<file path="src/rtl/floating_point_adder.sv">
// Single-precision adder, round toward zero, one registered stage.
// Optional FPADD_SATURATE_EN: finite overflow clamps to max-finite instead of infinity.
module floating_point_adder (
  input  logic        clk,
  input  logic        rst,
  input  logic        in_valid,
  input  logic [31:0] A,
  input  logic [31:0] B,
  output logic        out_valid,
  output logic [31:0] result
);

  localparam logic [31:0] QNAN = 32'h7FC00000;

  logic        signA, signB, zeroA, zeroB, infA, infB, nanA, nanB;
  logic        aGeB, signX, signY;
  logic [7:0]  expX, expY, shiftAmt;
  logic [22:0] fracX, fracY;
  logic [26:0] sigX, sigY, sigYShifted, lostMask;
  logic [27:0] sumWide;
  logic [26:0] diff, mantNorm;
  logic [4:0]  leadZeros;
  logic signed [9:0] expNorm;
  logic [31:0] overflowWord;
  logic [31:0] result_d, result_q;
  logic        valid_q;

  assign signA = A[31];
  assign signB = B[31];
  assign zeroA = (A[30:23] == 8'h00);
  assign zeroB = (B[30:23] == 8'h00);
  assign infA  = (A[30:23] == 8'hFF) && (A[22:0] == 23'h0);
  assign infB  = (B[30:23] == 8'hFF) && (B[22:0] == 23'h0);
  assign nanA  = (A[30:23] == 8'hFF) && (A[22:0] != 23'h0);
  assign nanB  = (B[30:23] == 8'hFF) && (B[22:0] != 23'h0);

  // Exponent-then-fraction magnitude order is just an unsigned compare of bits 30:0.
  assign aGeB  = (A[30:0] >= B[30:0]);
  assign signX = aGeB ? signA : signB;
  assign signY = aGeB ? signB : signA;
  assign expX  = aGeB ? A[30:23] : B[30:23];
  assign expY  = aGeB ? B[30:23] : A[30:23];
  assign fracX = aGeB ? A[22:0] : B[22:0];
  assign fracY = aGeB ? B[22:0] : A[22:0];
  assign sigX  = {1'b1, fracX, 3'b000};
  assign sigY  = {1'b1, fracY, 3'b000};
  assign shiftAmt = expX - expY;

`ifdef FPADD_SATURATE_EN
  assign overflowWord = {signX, 8'hFE, 23'h7FFFFF};
`else
  assign overflowWord = {signX, 8'hFF, 23'h0};
`endif

  // Alignment: bits shifted out of Y collapse into the sticky position.
  always_comb begin
    lostMask    = '0;
    sigYShifted = 27'd1;
    if (shiftAmt < 8'd27) begin
      lostMask    = (27'd1 << shiftAmt) - 27'd1;
      sigYShifted = (sigY >> shiftAmt) | {26'd0, |(sigY & lostMask)};
    end
  end

  always_comb begin
    sumWide   = '0;
    diff      = '0;
    leadZeros = '0;
    mantNorm  = '0;
    expNorm   = '0;
    if (signX == signY) begin
      sumWide = {1'b0, sigX} + {1'b0, sigYShifted};
      if (sumWide[27]) begin
        mantNorm = sumWide[27:1];
        expNorm  = {2'b00, expX} + 10'd1;
      end else begin
        mantNorm = sumWide[26:0];
        expNorm  = {2'b00, expX};
      end
    end else begin
      diff = sigX - sigYShifted;
      for (int i = 0; i < 27; i++) begin
        if (diff[i]) leadZeros = 5'(26 - i);
      end
      mantNorm = diff << leadZeros;
      expNorm  = {2'b00, expX} - {5'b00000, leadZeros};
    end
  end

  // A clear hidden bit after normalization only happens for an exact cancellation.
  always_comb begin
    result_d = {signX, expNorm[7:0], 23'(mantNorm >> 3)};
    if (!mantNorm[26])              result_d = 32'h0;
    else if (expNorm >= 10'sd255)   result_d = overflowWord;
    else if (expNorm <= 10'sd0)     result_d = {signX, 31'h0};

    if (nanA || nanB)                         result_d = QNAN;
    else if (infA && infB && (signA != signB)) result_d = QNAN;
    else if (infA)                            result_d = A;
    else if (infB)                            result_d = B;
    else if (zeroA && zeroB)                  result_d = {signA & signB, 31'h0};
    else if (zeroA)                           result_d = B;
    else if (zeroB)                           result_d = A;
  end

  always_ff @(posedge clk) begin
    if (rst) begin
      result_q <= 32'h0;
      valid_q  <= 1'b0;
    end else begin
      valid_q <= in_valid;
      if (in_valid) result_q <= result_d;
    end
  end

  assign result    = result_q;
  assign out_valid = valid_q;

endmodule

</file>
<file path="config.mk">
export PLATFORM = sky130hd
export DESIGN_NAME = floating_point_adder
export DESIGN_NICKNAME = d
export VERILOG_FILES = /design/src/rtl/floating_point_adder.sv
export SDC_FILE = /design/constraint.sdc
export NUM_CORES = 1
export LEC_CHECK = 0
export ABC_AREA = 0
export CAP_MARGIN = 20
export CORE_MARGIN = 3
export CORE_UTILIZATION = 49
export DETAILED_ROUTE_END_ITERATION = 10
export PLACE_DENSITY_LB_ADDON = 0.12
export SYNTH_ARGS = -nofsm -noshare
export SYNTH_HDL_FRONTEND = slang
export SYNTH_SLANG_ARGS = --single-unit
</file>
<file path="constraint.sdc">
create_clock -name clk -period 39.9 [get_ports clk]
set_input_delay 7.98 -clock clk [delete_from_list [all_inputs] [get_ports clk]]
set_output_delay 7.98 -clock clk [all_outputs]
set_load 0.02 [all_outputs]
</file>
==> results of run 1 <==
==> final cells by class <==
type	count	share of cell area (%)
multi-input cells	1575	78.7
repair buffers	128	8.98
flip-flops and latches	33	4.93
inverters	107	3.00
well taps	319	2.98
clock buffers	5	0.934
clock inverters	3	0.486
==> per-layer routing <==
metal | wire [um] | global-route usage (%)
met1 | 23400 | 57.0
met2 | 23500 | 61.5
met3 | 6560 | 7.25
met4 | 3680 | 20.5
met5 | 0 | 0
==> power by group through the flow <==
stage / Combinational (mW) / Sequential (mW) / Clock, mW
floorplan: 0.260 / 0.0476 / 0
finish: 0.404 / 0.0429 / 0.0508
CTS: 0.385 / 0.0425 / 0.0508
global route: 0.426 / 0.0430 / 0.0522
global placement: 0.383 / 0.0430 / 0
detailed placement: 0.383 / 0.0430 / 0
==> final timing paths <==
path,to,slack [ns],depth (start not counted)
max,result[19],16.95,54
min,result[27],0.51,2
max reg2reg,result[20],38.15,7
min reg2reg,result[27],0.51,2
==> worst max-delay path: cells and delay by family <==
family	cells	cell delay [ns]
compound gates	21	5.17
fa+ha+maj	4	1.18
xor+xnor	1	0.31
buf+inv	6	1.94
simple gates	22	6.53
==> flip-flops by register name, summed over array words and instances, names as in the netlist <==
signal,flops
result,32
out_valid,1
==> cells by family (layout without fill, tap and decap cells) <==
| group | Yosys count | in the layout | synth area share [%] |
|---|---|---|---|
| adder cells (fa/ha/maj) | 95 | 95 | 9.91 |
| AO/OA/AOI/OAI | 670 | 670 | 38.0 |
| multiplexers | 83 | 83 | 8.33 |
| AND/OR/NAND/NOR | 686 | 686 | 27.5 |
| flip-flops | 33 | 33 | 5.44 |
| buffers and inverters | 228 | 243 | 7.86 |
| XOR/XNOR | 41 | 41 | 2.96 |
==> stage by stage <==
| step | hold slack, ns | setup WS (ns) |
|---|---|---|
| finish | 0.512 | 16.95 |
| global placement | 0.490 | 17.69 |
| floorplan | 0.528 | 19.53 |
| CTS | 0.509 | 17.51 |
| global route | 0.531 | 16.14 |
| detailed placement | 0.497 | 17.28 |
==> cells in the mapped netlist, types with 15 or more instances <==
master / n / area share, %
nand2_1: 204 / 6.3
nor2_1: 166 / 5.1
a21oi_1: 160 / 6.6
o21ai_0: 136 / 5.6
inv_1: 102 / 3.2
ha_1: 93 / 9.6
clkbuf_1: 77 / 2.4
nor3_1: 58 / 2.4
mux2i_1: 55 / 4.5
nand3_1: 52 / 2.1
dfxtp_1: 33 / 5.4
xnor2_1: 32 / 2.3
a211oi_1: 31 / 1.9
nor4_1: 30 / 1.5
a21o_1: 29 / 1.8
nand2b_1: 27 / 1.4
o211ai_1: 27 / 1.7
nand4_1: 26 / 1.3
and2_1: 23 / 1.2
buf_2: 22 / 0.91
nor2b_1: 21 / 1.1
a31oi_1: 19 / 0.98
a221oi_1: 18 / 1.3
o21a_1: 17 / 1.1
o31ai_1: 16 / 0.99
a211o_1: 15 / 1.1
mux2_2: 15 / 1.4
o21ai_1: 15 / 0.62
or3_1: 15 / 0.77
==> impl_results.md, run 1 <==
- Nets: 2,012
- WL per Instance: 26.3 um
- CTS sink cnt: 33
- Crit-path slowest cell: o41ai_1
- Hold crit path type: reg2reg
- Multi-input logic area: 10,500 um^2
- Post-placement cell count: 2,161
- Post-synth EDFFs: 0
- Crit Path Max Fanout: 44
- GR Util All Layers: 41.3%
- Fillers: 2,417
- CTS tree: done
- Worst r2r src: result[20]
- Max Fclk: 0.0436 GHz
- Total of max-cap violations: 0
- FFs w/ async S/R, synth: 0%
- Least-Margin Pin Slew: 1.09 ns
- Critical Path Start: B[23]
- # diodes: 0
- Worst Path Arrival: 23.15 ns
- Syn_area_per_cell: 6.62 um^2
- Syn-to-layout area delta: 10.2%
- Synth Flop Type: dfxtp_1
- Clk root buf: clkbuf_16
- Core ar.: 23,900 um^2
- Die width: 163 um
- CTS buffer count: 5
- Hold Crit Start: result[27]
- Post-Route WL: 57,100 um
- Part of the power in combinational logic: 81.2%
- Max incr delay on CP: 0.86 ns
- Vias in the first global route: 14,000
- Final Util: 56.1%
- Clock Pin Slew Worst Setup and Hold Paths: 0.06 ns
- H-tree Lvls: 2
- Starting Density: 50.9%
- Final Hold Fails: 0
- Synthesized cell area: 12,200 um^2
- WS Path Type: in2reg
- Psw: 0.284 mW
- Syn nets: 1,998
- Sequential element share of the synthesized area: 5.44%
- Pre-antenna DRT Iters: 6
- Die height: 163 um
- Iter 0 DRT Violations: 2,662
- DP HPWL: 44,500 um
- Static Leak: 5.55 nW
- Critical path required time: 40.10 ns
- Vias: 15,400
- Startpoint types: input pin
- Pwr Total: 0.498 mW
- Final Setup Violations: 0
- Worst-Skew Late Latency: 0.28 ns
- Yosys warns: 0
- Post-CTS Resized: 0
- Internal cell power: 0.214 mW
- Pwr dens: 37.1 nW/um^2
- Pins Over Slew Limit: 0
- Post-synthesis register bit count: 33
- Die area: 26,700 um^2
- Clock Skew: 0 ns
- Post-CTS Setup Inserts: 0
- Status: complete, no violations
- Largest net degree at the start of global routing: 74
- # IOs: 100
- Hold_buf cts: 0
- Worst VDD drop: 0.0323 mV
- Final GP Congestion: 1.10
- Area after DPL: 13,200 um^2
- Remaining routing DRC violations: 0
- Design area: 13,400 um^2
- FF+latch area: 661 um^2
- Vias per cell: 7.08
- Netlist cell types: 104
- Grt ovf: 0
- Seq pwr share: 8.6%
- # rows: 56
- Clock share of power: 10.2%
- CP Capture Type: flop
- Number of port buffers: 99
- Clock Tree Buf Depth: 2
- Layout Cells excl Fill: 2,170
- Initial antenna violation count: 0
- First-pass GRT wire length: 85,400 um
- Share of cells above drive strength 1: 6.65%
- Switching Share: 57.0%
- Slew HR: 26.4%
- Leading cell type in the layout, fill and taps excluded: nand2_1
- Final Cycle Share: 57.5%
- Post-route ant nets: 0
- RSZ-0062 raised after global routing: no
- Setup TNS Final: 0 ns
- Most frequent cells in the layout: nand2_1 (203), nor2_1 (165), a21oi_1 (160), o21ai_0 (136), inv_1 (102)
- Cells after synthesis: 1,836
- Fin crit period: 22.95 ns
Power figures use the tool's default switching activity.
==> inputs of run 2 (changes only) <==
- clock period: 39.9 -> 20.5 ns (I/O delays scaled with it)
==> run 2 against run 1 <==
Clock power increased by 47%; wire length about the same; total power increased by 90%; first-iteration DRC count decreased by 4.0%; die area unchanged; critical endpoint is now result[14]; highest routed layer unchanged; critical path depth increased by 1.
==> impl_results.md, run 2 (synthesized netlist as in run 1, its figures left out) <==
- # rows: 56 (unchanged)
- Most frequent cells in the layout: nand2_1 (203), nor2_1 (165), a21oi_1 (160), o21ai_0 (136), inv_1 (102)
- Starting Density: 50.9% (unchanged)
- Largest register FFs: 32 (unchanged)
- Multi-input logic area: 10,500 um^2 (unchanged)
- Pre-antenna DRT Iters: 6 (unchanged)
- Setup TNS Final: 0 ns (unchanged)
- Syn-to-layout area delta: 9.73%
- Die area: 26,700 um^2 (unchanged)
- CTS sink cnt: 33 (unchanged)
- Pwr dens: 70.7 nW/um^2 (+90%)
- Vias per cell: 7.12 (+0.62%)
- Pins Over Slew Limit: 0 (unchanged)
- Initial antenna violation count: 0 (unchanged)
- Crit-path slowest cell: nor4_1
- Area after DPL: 13,200 um^2 (-0.15%)
- Leading cell type in the layout, fill and taps excluded: nand2_1
- DP HPWL: 44,900 um (+0.93%)
- WS Path Type: in2reg
- Total of max-cap violations: 0 (unchanged)
- RSZ-0062 raised after global routing: no
- Static Leak: 5.51 nW (-0.62%)
- Post-placement cell count: 2,158 (-0.14%)
- Clock Tree Buf Depth: 2 (unchanged)
- Nets: 2,010 (-0.099%)
- Die height: 163 um (unchanged)
- # IOs: 100 (unchanged)
- Largest net degree at the start of global routing: 74 (unchanged)
- Least-Margin Pin Slew: 1.14 ns (+0.0471 ns)
- First-pass GRT wire length: 86,300 um (+1.0%)
- Iter 0 DRT Violations: 2,555 (-4.0%)
- Core ar.: 23,900 um^2 (unchanged)
- # diodes: 0 (unchanged)
- Design area: 13,300 um^2 (-0.47%)
- Status: complete, no violations
- Post-route ant nets: 0 (unchanged)
- R2R setup slack: 18.79 ns (-19.36 ns)
- Post-Route WL: 57,100 um (about the same)
- CTS tree: done
- Share of cells above drive strength 1: 6.54% (-0.10 points)
- Worst VDD drop: 0.0396 mV (+23%)
- CP Capture Type: flop
- Number of port buffers: 99 (unchanged)
- Critical path required time: 20.67 ns (-19.43 ns)
- Fin crit period: 18.77 ns
- Final Setup Violations: 0 (unchanged)
- Remaining routing DRC violations: 0 (unchanged)
- Crit Path Max Fanout: 44 (unchanged)
- Vias in the first global route: 14,200 (+1.5%)
- Hold crit path type: reg2reg
- WL per Instance: 26.4 um (about the same)
- Layout Cells excl Fill: 2,168 (-0.092%)
- FF+latch area: 661 um^2 (unchanged)
- Clk root buf: clkbuf_16
- Post-CTS Setup Inserts: 0 (unchanged)
- Slew HR: 23.8% (-2.6 points)
- GR Util All Layers: 41.7% (+0.42 points)
- Die width: 163 um (unchanged)
- Grt ovf: 0 (unchanged)
- Min Hold Slack: 0.515 ns (+0.00390 ns)
- Final Cycle Share: 91.6%
- Vias: 15,400 (+0.53%)
- Startpoint types: input pin
- H-tree Lvls: 2 (unchanged)
- Max Fclk: 0.0533 GHz
- Max incr delay on CP: 0.74 ns (-0.12 ns)
- Final Hold Fails: 0 (unchanged)
- Clock Skew: 0 ns (unchanged)
- Fillers: 2,369 (-2.0%)
- Worst Path Arrival: 18.94 ns (-4.21 ns)
- Hold_buf cts: 0 (unchanged)
- Post-CTS Resized: 0 (unchanged)
- Clock Pin Slew Worst Setup and Hold Paths: 0.06 ns (about the same)
- Final GP Congestion: 1.08 (-2.6%)
- Worst-Skew Late Latency: 0.28 ns (about the same)
- CTS buffer count: 5 (unchanged)
[run 2: worst paths after layout]
path / cells after the start / to / startpoint
max reg2reg: 7 / result[20] / result[20]
max: 55 / result[14] / B[23]
min: 2 / result[24] / result[24]
min reg2reg: 2 / result[24] / result[24]
[run 2: area by class of cell]
| class | count | area share (%) |
|---|---|---|
| multi-input cells | 1575 | 79.1 |
| repair buffers | 126 | 8.91 |
| flip-flops and latches | 33 | 4.95 |
| inverters | 107 | 3.01 |
| well taps | 319 | 2.99 |
| clock buffers | 5 | 0.938 |
| clock inverters | 3 | 0.131 |
[run 2: critical path, delay by kind of cell]
family	cells	cell delay [ns]
and+or+nand+nor	26	6.60
muxes	1	0.28
buffers and inverters	5	1.50
AOI/OAI and AO/OA	18	4.78
adders and majority gates	5	1.64
[run 2: through the flow]
| step | utilization, % | worst slack (ns) | power, mW |
|---|---|---|---|
| after floorplan | - | 4.01 | 0.598 |
| after global placement | 55.2 | 2.30 | 0.830 |
| after detailed placement | 55.2 | 1.88 | 0.830 |
| after CTS | 55.8 | 2.09 | 0.908 |
| after global routing | 55.8 | 0.534 | 0.993 |
| final | 55.8 | 1.73 | 0.943 |
[run 2: routing by layer]
layer / vias up / wire length [um] / part of all wire, % / track usage (%)
met5: - / 0 / 0 / 0
met4: 0 / 3510 / 6.1 / 19.8
met3: 205 / 6630 / 12 / 8.22
met2: 1116 / 23600 / 41 / 62.3
met1: 7192 / 23400 / 41 / 57.3
li1: 6922 / - / - / -
[run 2: power breakdown]
| part | switching (mW) | leakage (nW) | internal, mW | total [mW] |
|---|---|---|---|---|
| logic | 0.513 | 5.17 | 0.273 | 0.785 |
| registers | 0.00905 | 0.272 | 0.0743 | 0.0834 |
| clock network | 0.0301 | 0.0696 | 0.0445 | 0.0746 |
==> inputs of run 3 (changes only) <==
- CAP_MARGIN: 20 -> 0
==> run 3 against run 2 <==
Combinational power about the same; sequential power about the same; maximum frequency shrank 1.2%; die area stayed put; flip-flop and latch count is the same; global-route usage unchanged; worst hold slack worse by 0.00090 ns; clock power barely moved; critical path depth fell by 1.
==> impl_results.md, run 3 (synthesized netlist as in run 1, its figures left out) <==
- Clk root buf: clkbuf_16
- Critical path required time: 20.65 ns (-0.02 ns)
- Post-CTS Resized: 0 (unchanged)
- Hold Crit Start: result[24]
- Clock Pin Slew Worst Setup and Hold Paths: 0.06 ns (about the same)
- Nets: 2,008 (-0.10%)
- Post-placement cell count: 2,158 (unchanged)
- Starting Density: 50.9% (unchanged)
- RSZ-0062 raised after global routing: no
- Min Hold Slack: 0.515 ns (-0.000901 ns)
- Crit Path Max Fanout: 44 (unchanged)
- Clock Tree Buf Depth: 2 (unchanged)
- CTS buffer count: 5 (unchanged)
- Post-route ant nets: 0 (unchanged)
- Iter 0 DRT Violations: 2,775 (+8.6%)
- H-tree Lvls: 2 (unchanged)
- Status: complete, no violations
- Crit path max-delay family: simple AND/OR/NAND/NOR gates
- Layout Cells excl Fill: 2,166 (-0.092%)
- Grt ovf: 0 (unchanged)
- RR Endpoint: result[20]
- # diodes: 0 (unchanged)
- DP HPWL: 44,900 um (unchanged)
- Max incr delay on CP: 0.99 ns (+0.25 ns)
- Worst hold path stage count: 2 (unchanged)
- Total of max-cap violations: 0 (unchanged)
- Hold Path Sink: result[24]
- Worst VDD drop: 0.0395 mV (-0.22%)
- Worst-Skew Late Latency: 0.28 ns (about the same)
- Crit-path slowest cell: o41ai_1
- Static Leak: 5.51 nW (about the same)
- Share of cells above drive strength 1: 6.44% (-0.10 points)
- Number of port buffers: 99 (unchanged)
- Final Setup Violations: 0 (unchanged)
- # IOs: 100 (unchanged)
- CTS sink cnt: 33 (unchanged)
- Vias: 15,400 (-0.12%)
- Post-Route WL: 57,300 um (+0.36%)
- Most frequent cells in the layout: nand2_1 (203), nor2_1 (165), a21oi_1 (160), o21ai_0 (136), inv_1 (102)
- Leading cell type in the layout, fill and taps excluded: nand2_1
- Pre-antenna DRT Iters: 6 (unchanged)
- WS Path Type: in2reg
- Final Cycle Share: 92.7% (+1.1 points)
- Final Hold Fails: 0 (unchanged)
- Critical path buffers and inverters: 6 (+1)
- Area after DPL: 13,200 um^2 (unchanged)
- Fin crit period: 19.01 ns (+0.231 ns)
- # rows: 56 (unchanged)
- Pins Over Slew Limit: 0 (unchanged)
- Startpoint types: input pin
- Slew HR: 13.4% (-10 points)
- Clock Skew: 0 ns (unchanged)
- CP Capture Type: flop
- R2R setup slack: 18.79 ns (about the same)
- Largest register FFs: 32 (unchanged)
- Final GP Congestion: 1.08 (unchanged)
- Die width: 163 um (unchanged)
- Design area: 13,300 um^2 (about the same)
- Initial antenna violation count: 0 (unchanged)
- Vias per cell: 7.12 (about the same)
- Die height: 163 um (unchanged)
- Largest net degree at the start of global routing: 74 (unchanged)
- WL per Instance: 26.5 um (+0.45%)
- CTS tree: done
- Hold crit path type: reg2reg
- Syn-to-layout area delta: 9.65% (about the same)
- Pwr Total: 0.945 mW (+0.20%)
- Worst Path Arrival: 19.16 ns (+0.22 ns)
- Core ar.: 23,900 um^2 (unchanged)
- R2R depth: 7 (unchanged)
- Setup TNS Final: 0 ns (unchanged)
- Max Fclk: 0.0526 GHz (-1.2%)
- Least-Margin Pin Slew: 1.29 ns (+0.148 ns)
- Remaining routing DRC violations: 0 (unchanged)
- Vias in the first global route: 14,200 (unchanged)
- Post-CTS Setup Inserts: 0 (unchanged)
- Pwr dens: 70.9 nW/um^2 (+0.28%)
- First-pass GRT wire length: 86,300 um (unchanged)
- Worst r2r src: result[20]
- GR Util All Layers: 41.7% (unchanged)
- Die area: 26,700 um^2 (unchanged)
- Hold_buf cts: 0 (unchanged)
==> run 3: cell count changes in the layout (fill, tap and decap cells not counted) <==
cell	change
buf_2	-2
==> run 3: worst max path at each step <==
stage                  to  depth (start not counted)  slack (ns)  startpoint
6_report        result[6]                         54        1.49       B[23]
2_1_floorplan  result[14]                         66        4.01       B[29]
4_1_cts        result[14]                         54        2.09       B[23]
3_3_place_gp   result[14]                         54        2.30       B[23]
3_5_place_dp   result[14]                         54        1.88       B[23]
5_1_grt        result[14]                         54        0.29       B[23]
==> run 3: final cells by class <==
class                           instances  area (um^2)
Sequential cell                        33          661
Timing Repair Buffer                  124         1180
Clock buffer                            5          125
Clock inverter                          3         17.5
Multi-Input combinational cell       1575        10500
Fill cell                            2369        10600
Tap cell                              319          399
Inverter                              107          402
==> run 3: through the flow <==
stage               util (%)  worst slack [ns]
CTS                     55.8              2.09
global placement        55.2              2.30
finish                  55.8              1.49
global route            55.8             0.295
detailed placement      55.2              1.88
floorplan                  -              4.01
==> run 3: worst reg2reg max path: stages, from the launching register on <==
cell and delay (ns):
dfxtp_1 0.33, nor2b_1 0.15, a211o_1 0.32, a21oi_1 0.18, o21ai_0 0.14, a21oi_1 0.13
o21ai_0 0.12, and3_1 0.23
==> run 3: power by group <==
| part | leakage, nW | total (mW) | internal (mW) | switching, mW |
|---|---|---|---|---|
| registers | 0.272 | 0.0835 | 0.0743 | 0.00923 |
| logic | 5.17 | 0.787 | 0.273 | 0.515 |
| clock network | 0.0696 | 0.0745 | 0.0445 | 0.0300 |
==> run 3: per-layer routing <==
layer / share of wire, % / global-route usage [%]
met4: 6.3 / 19.8
met3: 12 / 8.22
met2: 41 / 62.3
met1: 41 / 57.3
met5: 0 / 0
